## src/rtl/mem_arb_pkg.sv

```systemverilog
// mem_arb_pkg: shared FSM state encoding and requester IDs for the memory access arbiter.
// Ports: none (package).
// Configuration: MEM_ARB_RR_EN selects round-robin arbitration in the importing modules.
package mem_arb_pkg;
    typedef enum logic [1:0] {IDLE, GRANT_I, GRANT_D, DRAIN} state_t;
    typedef enum logic {REQ_I = 1'b0, REQ_D = 1'b1} req_id_t;
endpackage

```

## src/rtl/mem_arb_select.sv

```systemverilog
// mem_arb_select: picks one requester from the I/D request pair, one-hot grant out.
// Ports: req_i  - request vector, bit REQ_I = fetch, bit REQ_D = data
//        last_i - requester granted most recently (used only for round-robin)
//        gnt_o  - one-hot grant, same bit order as req_i
// Configuration: MEM_ARB_RR_EN defined -> round-robin; undefined -> fixed priority D over I.
module mem_arb_select
    import mem_arb_pkg::*;
(
    input  logic [1:0] req_i,
    input  req_id_t    last_i,
    output logic [1:0] gnt_o
);
    logic pick_d;
`ifdef MEM_ARB_RR_EN
    // On a tie, D wins only if I was the last owner.
    assign pick_d = req_i[REQ_D] && (!req_i[REQ_I] || last_i == REQ_I);
`else
    logic unused_last;
    assign unused_last = last_i;
    assign pick_d      = req_i[REQ_D];
`endif
    assign gnt_o = {pick_d, req_i[REQ_I] && !pick_d};
endmodule

```

## src/rtl/mem_access_arbiter.sv

```systemverilog
// mem_access_arbiter: shares one downstream memory port between a fetch (I) and a data (D) requester.
// Ports: CLK, RST (sync, active-high)
//        I_*  - fetch read request, one-cycle read-valid/data return, stall
//        D_*  - data read/write request, one-cycle read-valid/data return, stall
//        M_*  - downstream port: enables/addresses/write data out; loading, read-valid, data in
// Configuration: MEM_ARB_RR_EN defined -> round-robin with a last-grant flag; undefined -> D over I.
module mem_access_arbiter
    import mem_arb_pkg::*;
#(
    parameter int ADDR_W = 32,
    parameter int DATA_W = 32
) (
    input  logic              CLK,
    input  logic              RST,
    input  logic              I_RDEN,
    input  logic [ADDR_W-1:0] I_RADDR,
    output logic              I_RVALID,
    output logic [DATA_W-1:0] I_RDATA,
    output logic              I_STALL,
    input  logic              D_RDEN,
    input  logic [ADDR_W-1:0] D_RADDR,
    input  logic              D_WREN,
    input  logic [ADDR_W-1:0] D_WADDR,
    input  logic [DATA_W-1:0] D_WDATA,
    output logic              D_RVALID,
    output logic [DATA_W-1:0] D_RDATA,
    output logic              D_STALL,
    output logic              M_RDEN,
    output logic [ADDR_W-1:0] M_RIADDR,
    output logic              M_WREN,
    output logic [ADDR_W-1:0] M_WADDR,
    output logic [DATA_W-1:0] M_WDATA,
    input  logic              M_LOADING,
    input  logic              M_RVALID,
    input  logic [ADDR_W-1:0] M_ROADDR,
    input  logic [DATA_W-1:0] M_RDATA
);
    state_t            state_q, state_d;
    req_id_t           owner_q, owner_d, last_g;
    logic              first_q, first_d, rden_q, rden_d, wren_q, wren_d;
    logic [ADDR_W-1:0] raddr_q, raddr_d, waddr_q, waddr_d;
    logic [DATA_W-1:0] wdata_q, wdata_d;
    logic [1:0]        req, gnt;
    logic              granted, draining, rd_done, unused_roaddr;

    assign req           = {D_RDEN || D_WREN, I_RDEN};
    assign unused_roaddr = ^M_ROADDR;

`ifdef MEM_ARB_RR_EN
    req_id_t last_q;
    always_ff @(posedge CLK)
        if (RST)
            last_q <= REQ_I;
        else if (state_q == IDLE && |gnt)
            last_q <= owner_d;
    assign last_g = last_q;
`else
    assign last_g = REQ_I;
`endif

    mem_arb_select u_select (
        .req_i (req),
        .last_i(last_g),
        .gnt_o (gnt)
    );

    always_comb begin
        state_d = state_q;
        owner_d = owner_q;
        first_d = 1'b0;
        rden_d  = rden_q;
        wren_d  = wren_q;
        raddr_d = raddr_q;
        waddr_d = waddr_q;
        wdata_d = wdata_q;
        case (state_q)
            IDLE: if (|gnt) begin
                state_d = gnt[REQ_D] ? GRANT_D : GRANT_I;
                owner_d = gnt[REQ_D] ? REQ_D : REQ_I;
                first_d = 1'b1;
                rden_d  = gnt[REQ_D] ? D_RDEN : 1'b1;
                wren_d  = gnt[REQ_D] && D_WREN;
                raddr_d = gnt[REQ_D] ? D_RADDR : I_RADDR;
                waddr_d = gnt[REQ_D] ? D_WADDR : '0;
                wdata_d = gnt[REQ_D] ? D_WDATA : '0;
            end
            // The first grant cycle ignores M_LOADING so memory has a cycle to react.
            GRANT_I, GRANT_D: if (!first_q && !M_LOADING) state_d = DRAIN;
            default: state_d = IDLE;
        endcase
    end

    always_ff @(posedge CLK) begin
        if (RST) begin
            state_q <= IDLE;
            owner_q <= REQ_I;
            first_q <= 1'b0;
            rden_q  <= 1'b0;
            wren_q  <= 1'b0;
            raddr_q <= '0;
            waddr_q <= '0;
            wdata_q <= '0;
        end else begin
            state_q <= state_d;
            owner_q <= owner_d;
            first_q <= first_d;
            rden_q  <= rden_d;
            wren_q  <= wren_d;
            raddr_q <= raddr_d;
            waddr_q <= waddr_d;
            wdata_q <= wdata_d;
        end
    end

    assign granted  = state_q == GRANT_I || state_q == GRANT_D;
    assign draining = state_q == DRAIN;
    assign M_RDEN   = granted && rden_q;
    assign M_WREN   = granted && wren_q;
    assign M_RIADDR = granted ? raddr_q : '0;
    assign M_WADDR  = granted ? waddr_q : '0;
    assign M_WDATA  = granted ? wdata_q : '0;

    // Read data is only accepted from memory during the owner's DRAIN cycle.
    assign rd_done  = draining && rden_q && M_RVALID;
    assign I_RVALID = rd_done && owner_q == REQ_I;
    assign D_RVALID = rd_done && owner_q == REQ_D;
    assign I_RDATA  = I_RVALID ? M_RDATA : '0;
    assign D_RDATA  = D_RVALID ? M_RDATA : '0;
    assign I_STALL  = req[REQ_I] && !RST && !(draining && owner_q == REQ_I);
    assign D_STALL  = req[REQ_D] && !RST && !(draining && owner_q == REQ_D);
endmodule

```

## config.mk

```make
export PLATFORM = sky130hd
export DESIGN_NAME = mem_access_arbiter
export DESIGN_NICKNAME = d
export VERILOG_FILES = /design/src/rtl/mem_arb_pkg.sv /design/src/rtl/mem_arb_select.sv /design/src/rtl/mem_access_arbiter.sv
export SDC_FILE = /design/constraint.sdc
export NUM_CORES = 1
export LEC_CHECK = 0
export ABC_CLOCK_PERIOD_IN_PS = 2300
export BUFFER_PORTS_ARGS = -buffer_cell sky130_fd_sc_hd__buf_2
export CORE_AREA = 2 2 141 143
export CTS_CLUSTER_DIAMETER = 200
export DETAILED_ROUTE_END_ITERATION = 12
export DIE_AREA = 0 0 143 145
export PLACE_DENSITY = 0.61
export SLEW_MARGIN = 0
export SYNTH_ARGS = -nofsm -noshare
export SYNTH_HDL_FRONTEND = slang
export SYNTH_HIERARCHICAL = 1
export SYNTH_SLANG_ARGS = --single-unit
```

## constraint.sdc

```tcl
create_clock -name CLK -period 2.3 [get_ports CLK]
set_input_delay 0.115 -clock CLK [delete_from_list [all_inputs] [get_ports CLK]]
set_output_delay 0.115 -clock CLK [all_outputs]
set_load 0.005 [all_outputs]
```

After elaboration in Yosys (flattened, before gate mapping)

Cells that the tools add are included.

Equal/unequal tests: 5
Muxes and demuxes: 15
Bitwise operators: 2
Reductions and logical operators: 29

Operators with widths:

| cell               | count |
|---|---|
| $mux 32            | 8 |
| $logic_and 1x1->1  | 15 |
| $logic_not 1->1    | 6 |
| $mux 2             | 3 |
| $reduce_or 2->1    | 3 |
| $eq 2x2->1 const B | 2 |
| $ne 2x2->1 const B | 2 |
| $pmux 2 s2         | 1 |
| $reduce_and 2->1   | 2 |
| $mux 1             | 3 |
| $eq 2x1->1 const B | 1 |
| $logic_not 2->1    | 1 |
| $logic_or 1x1->1   | 2 |
| $not 1->1          | 2 |

Register bits after elaboration: 102
Bits of input ports: 199
Output and inout bits: 166
Word-level logic and storage cells: 59

Longest topological paths before layout

Depth in word-level cells: 6
Depth in mapped cells: 9
Gate-level depth less buffers: 5

By module

The synthesis kept the hierarchy.

Modules (own cells, without submodules):

| module             | instances | cells an instance | area an instance (µm²) | sequential area each (µm²) |
|---|---|---|---|---|
| mem_access_arbiter | 1         | 577               | 4,957.3                | 2,042.0 |
| mem_arb_select     | 1         | 2                 | 21.3                   | 0.0 |

Worst setup path after synthesis

Ideal clock, no wire load.

Path type: input -> register
Start point: input D_WREN
End point: register waddr_q[10]
Library setup time: 0.128 ns
Data arrival time: 1.420 ns
Required time: 2.172 ns
Slack: 0.753 ns
Cell stages on the path: 9
Path buffers: 5
Cell sequence: or2_2 > buf_4 > buf_6 > and2_1 > buf_2 > buf_6 > buf_6 > a22oi_1 > nor2_1

Cells in the longest elaborated chain, start to end: 5
Elaborated cells on any way between the ends: 6
Classes of those cells: mux (1); reduce/logical (5)

Ends and longest elaborated chain:

| what                              | line                      | source |
|---|---|---|
| start: declaration                | mem_access_arbiter.sv:22  | `input logic D_WREN,` |
| $logic_or 1x1->1 (*)              | mem_access_arbiter.sv:46  | `assign req = {D_RDEN \|\| D_WREN, I_RDEN};` |
| named net gnt[1]                  | mem_access_arbiter.sv:43  | `logic [1:0] req, gnt;` |
| $logic_not 1->1                   | mem_arb_select.sv:22      | `assign gnt_o = {pick_d, req_i[REQ_I] && !pick_d};` |
| $logic_and 1x1->1                 | mem_arb_select.sv:22      |  |
| $reduce_or 2->1                   | mem_access_arbiter.sv:77  | `IDLE: if (\|gnt) begin` |
| $reduce_and 2->1 (no source line) | -                         |  |
| end signal: assignment            | mem_access_arbiter.sv:110 | `waddr_q <= waddr_d;` |
| end: declaration                  | mem_access_arbiter.sv:41  | `logic [ADDR_W-1:0] raddr_q, raddr_d, waddr_q, waddr_d;` |

Mark *: on every way through the listed nets, which the timed path passes. The rest lies on a longest branch.
A chain may end at the register's enable or synchronous reset.

Final worst setup path

Start point: register state_q[0]
End point: output M_RIADDR[3]

Cells in the longest elaborated chain, start to end: 3
Elaborated cells on any way between the ends: 4
Classes of those cells: eq/ne (2); mux (1); reduce/logical (1)

Ends and longest elaborated chain:

| what                                     | line                      | source |
|---|---|---|
| start: declaration                       | mem_access_arbiter.sv:38  | `state_t state_q, state_d;` |
| start signal: assignment                 | mem_access_arbiter.sv:104 | `state_q <= state_d;` |
| $eq 2x1->1 or $eq 2x2->1 (tied branches) | mem_access_arbiter.sv:115 | `assign granted = state_q == GRANT_I \|\| state_q == GRANT_D;` |
| $logic_or 1x1->1 (*)                     | mem_access_arbiter.sv:115 |  |
| $mux 32 (*)                              | mem_access_arbiter.sv:119 | `assign M_RIADDR = granted ? raddr_q : '0;` |
| end: declaration                         | mem_access_arbiter.sv:29  | `output logic [ADDR_W-1:0] M_RIADDR,` |

Every way passes the cells marked *; elsewhere a longest branch is shown, timed or not.

==> load_flow_metrics.sql <==
INSERT INTO impl_metrics (metric_group, metric, value, unit) VALUES
('routing', 'total_vias_in_the_final_route', '5051', ''),
('cells_and_area', 'fin_util', '38.07', '%'),
('die', 'i_o_pins', '365', ''),
('worst_setup_path', 'reg2regPathDepth', '6', ''),
('routing', 'drt-wirelength-per-cell', '13.27', 'um'),
('clock_tree', 'worst_skew_pair.late_latency', '0.34', 'ns'),
('worst_setup_path', 'r2r-end', 'waddr_q[3]', ''),
('routing', 'detailedRoute.firstPassIterationCount', '5', ''),
('routing', 'via_per_inst', '4.336', ''),
('timing', 'fin_worst_setup_slack', '0.3044', 'ns'),
('place', 'place_hpwl', '11010', 'um'),
('place', 'last_weighted_congestion_value_of_the_routability_driven_placer', '0.7564', ''),
('power_and_ir_drop', 'max-vdd-ir-drop', '0.5176', 'mV'),
('synth', 'post_synth_inst_count', '578', ''),
('power_and_ir_drop', 'power_density_over_the_cells', '915.7', 'nW/um^2'),
('timing', 'timing.final.crit_period', '1.996', 'ns'),
('worst_setup_path', 'startpoint_type', 'flop', ''),
('clock_tree', 'clock_tree.htree_level_count', '3', ''),
('worst_hold_path', 'timing.hold.worst.class', 'input pin to flop', ''),
('routing', 'detail-route-antenna-nets', '0', ''),
('timing', 'max_slew_margin', '50.08', '%'),
('die', 'floorplan.die.height', '145', 'um'),
('global_routing', 'grt_pass1_vias', '4593', ''),
('synth', 'post_synth_instance_area', '4975', 'sq um'),
('global_routing', 'global_route.overflow_total', '0', ''),
('routing', 'drt_iter0_markers', '143', ''),
('cells_and_area', 'insertedDiodeCount', '0', ''),
('global_routing', 'largest_net_degree_at_the_start_of_global_routing', '68', ''),
('routing', 'wl_met3', '981', 'um'),
('worst_hold_path', 'hold-path-cell-count', '3', ''),
('status', 'run_status', 'completed', ''),
('routing', 'route.detailed.drc', '0', ''),
('die', 'dieArea', '20740', 'sq um'),
('timing', 'hold_ws', '0.01706', 'ns'),
('routing', 'top_layer_used', 'met4', ''),
('clock_tree', 'cts_inserted_buffers', '9', ''),
('timing', 'final.period_utilization', '86.76', '%'),
('clock_tree', 'cts.reportedPaths.clkPinSlew', '0.07', 'ns'),
('cells_and_area', 'multiInputGateArea', '2641', 'sq um'),
('worst_hold_path', 'hold_path.startpoint', 'D_WADDR[7]', ''),
('power_and_ir_drop', 'power.leakage', '3.872', 'nW'),
('global_routing', 'grt_pass1_wl', '23870', 'um'),
('synth', 'ys_warn_count', '6', ''),
('cells_and_area', 'most_frequent_standard_cell_in_the_layout_excluding_fill_and_tap_cells', 'sky130_fd_sc_hd__buf_2', ''),
('timing', 'tightest_pin_transition', '0.7488', 'ns'),
('timing', 'finalSetupViolCount', '0', ''),
('cells_and_area', 'fillCellCount', '2015', ''),
('timing', 'totalNegativeSetupSlack', '0', 'ns'),
('worst_setup_path', 'cp.arrival', '1.88', 'ns'),
('synth', 'postSynthAreaPerCell', '8.607', 'sq um'),
('clock_tree', 'numClockSinks', '102', ''),
('clock_tree', 'postCtsResizedCells', '0', ''),
('cells_and_area', 'drive_gt1_share', '40.89', '%'),
('die', 'die_w', '143', 'um'),
('flow_run', 'cap_viol_max_count', '0', ''),
('worst_setup_path', 'required', '2.18', 'ns'),
('timing', 'finalHoldViolations', '0', ''),
('clock_tree', 'clock_path_buffers', '2', ''),
('worst_setup_path', 'worst-path-max-fanout', '48', ''),
('worst_setup_path', 'worst_reg2reg_setup_slack', '0.42', 'ns'),
('global_routing', 'groute.usage.overall', '14.36', '%'),
('place', 'place.port_buffers', '332', ''),
('timing', 'grt_setup_unrepaired', 'false', ''),
('timing', 'fmax', '0.5011', 'GHz'),
('worst_setup_path', 'crit-reg2reg-launch', 'state_q[0]', ''),
('cells_and_area', 'area.growth.synth_to_final', '46.98', '%'),
('clock_tree', 'ctsRootBufferMaster', 'sky130_fd_sc_hd__clkbuf_16', ''),
('routing', 'detail_route.wirelength.met1', '7065', 'um'),
('worst_hold_path', 'worst_hold_endpoint', 'waddr_q[7]', ''),
('global_routing', 'antenna_found_initial', '0', ''),
('routing', 'finalWirelength', '15460', 'um');
critical path, cell delays in order (launching register included):
cell	delay, ns
sky130_fd_sc_hd__dfxtp_1	0.35
sky130_fd_sc_hd__inv_1	0.07
sky130_fd_sc_hd__ha_2	0.35
sky130_fd_sc_hd__buf_4	0.39
sky130_fd_sc_hd__and2_1	0.24
sky130_fd_sc_hd__buf_2	0.13
where the power goes:
part	switching (W)	leakage, nW	total, W	internal [W]
Combinational	0.00151	2.89	0.00268	0.00117
Clock	0.000726	0.136	0.00149	0.000759
Sequential	0.000237	0.843	0.00253	0.00229
cell type report:
class	instances	share of cell area, %
multi-input cells	415	36.12
flip-flops and latches	102	27.93
repair buffers	362	27.21
well taps	265	4.535
clock buffers	9	3.080
clock inverters	7	0.8727
inverters	5	0.2567
through the flow:
step / cell area, sq um / total power [W] / cells
4_1_cts: 7312 / 0.006827 / 1165
3_5_place_dp: 6823 / 0.005262 / 1129
2_1_floorplan: 4975 / 0.004313 / 578
5_1_grt: 7312 / 0.007250 / 1165
6_report: 7312 / 0.006695 / 1165
3_3_place_gp: 6823 / 0.005225 / 1129
worst max-delay path by stage:
stage / from / end / slack (ns)
after floorplan: D_WREN / waddr_q[10] / 0.75
after global placement: state_q[0] / waddr_q[1] / 0.48
after detailed placement: state_q[0] / waddr_q[12] / 0.42
after CTS: state_q[0] / M_RIADDR[3] / 0.26
after global routing: state_q[1] / M_RIADDR[3] / 0.18
final: state_q[0] / M_RIADDR[3] / 0.30
repair_timing:
| action | CTS | global route |
|---|---|---|
| hold endpoints to repair | 20 | 0 |
| endpoints found under the setup margin | 0 | 0 |
| hold buffers | 20 | 0 |
| setup buffers | 0 | 0 |
layer usage:
layer  track usage [%]  up-vias
li1                  -     2579
met3             3.564       23
met4             4.604        0
met5                 0        -
met1             19.03     2264
met2             22.80      185
state kept, by name, indices dropped and copies added (netlist names):
register  count
wdata_q      32
wren_q        1
owner_q       1
rden_q        1
raddr_q      32
first_q       1
waddr_q      32
state_q       2
Note: power is estimated with default switching activity, not from simulation.
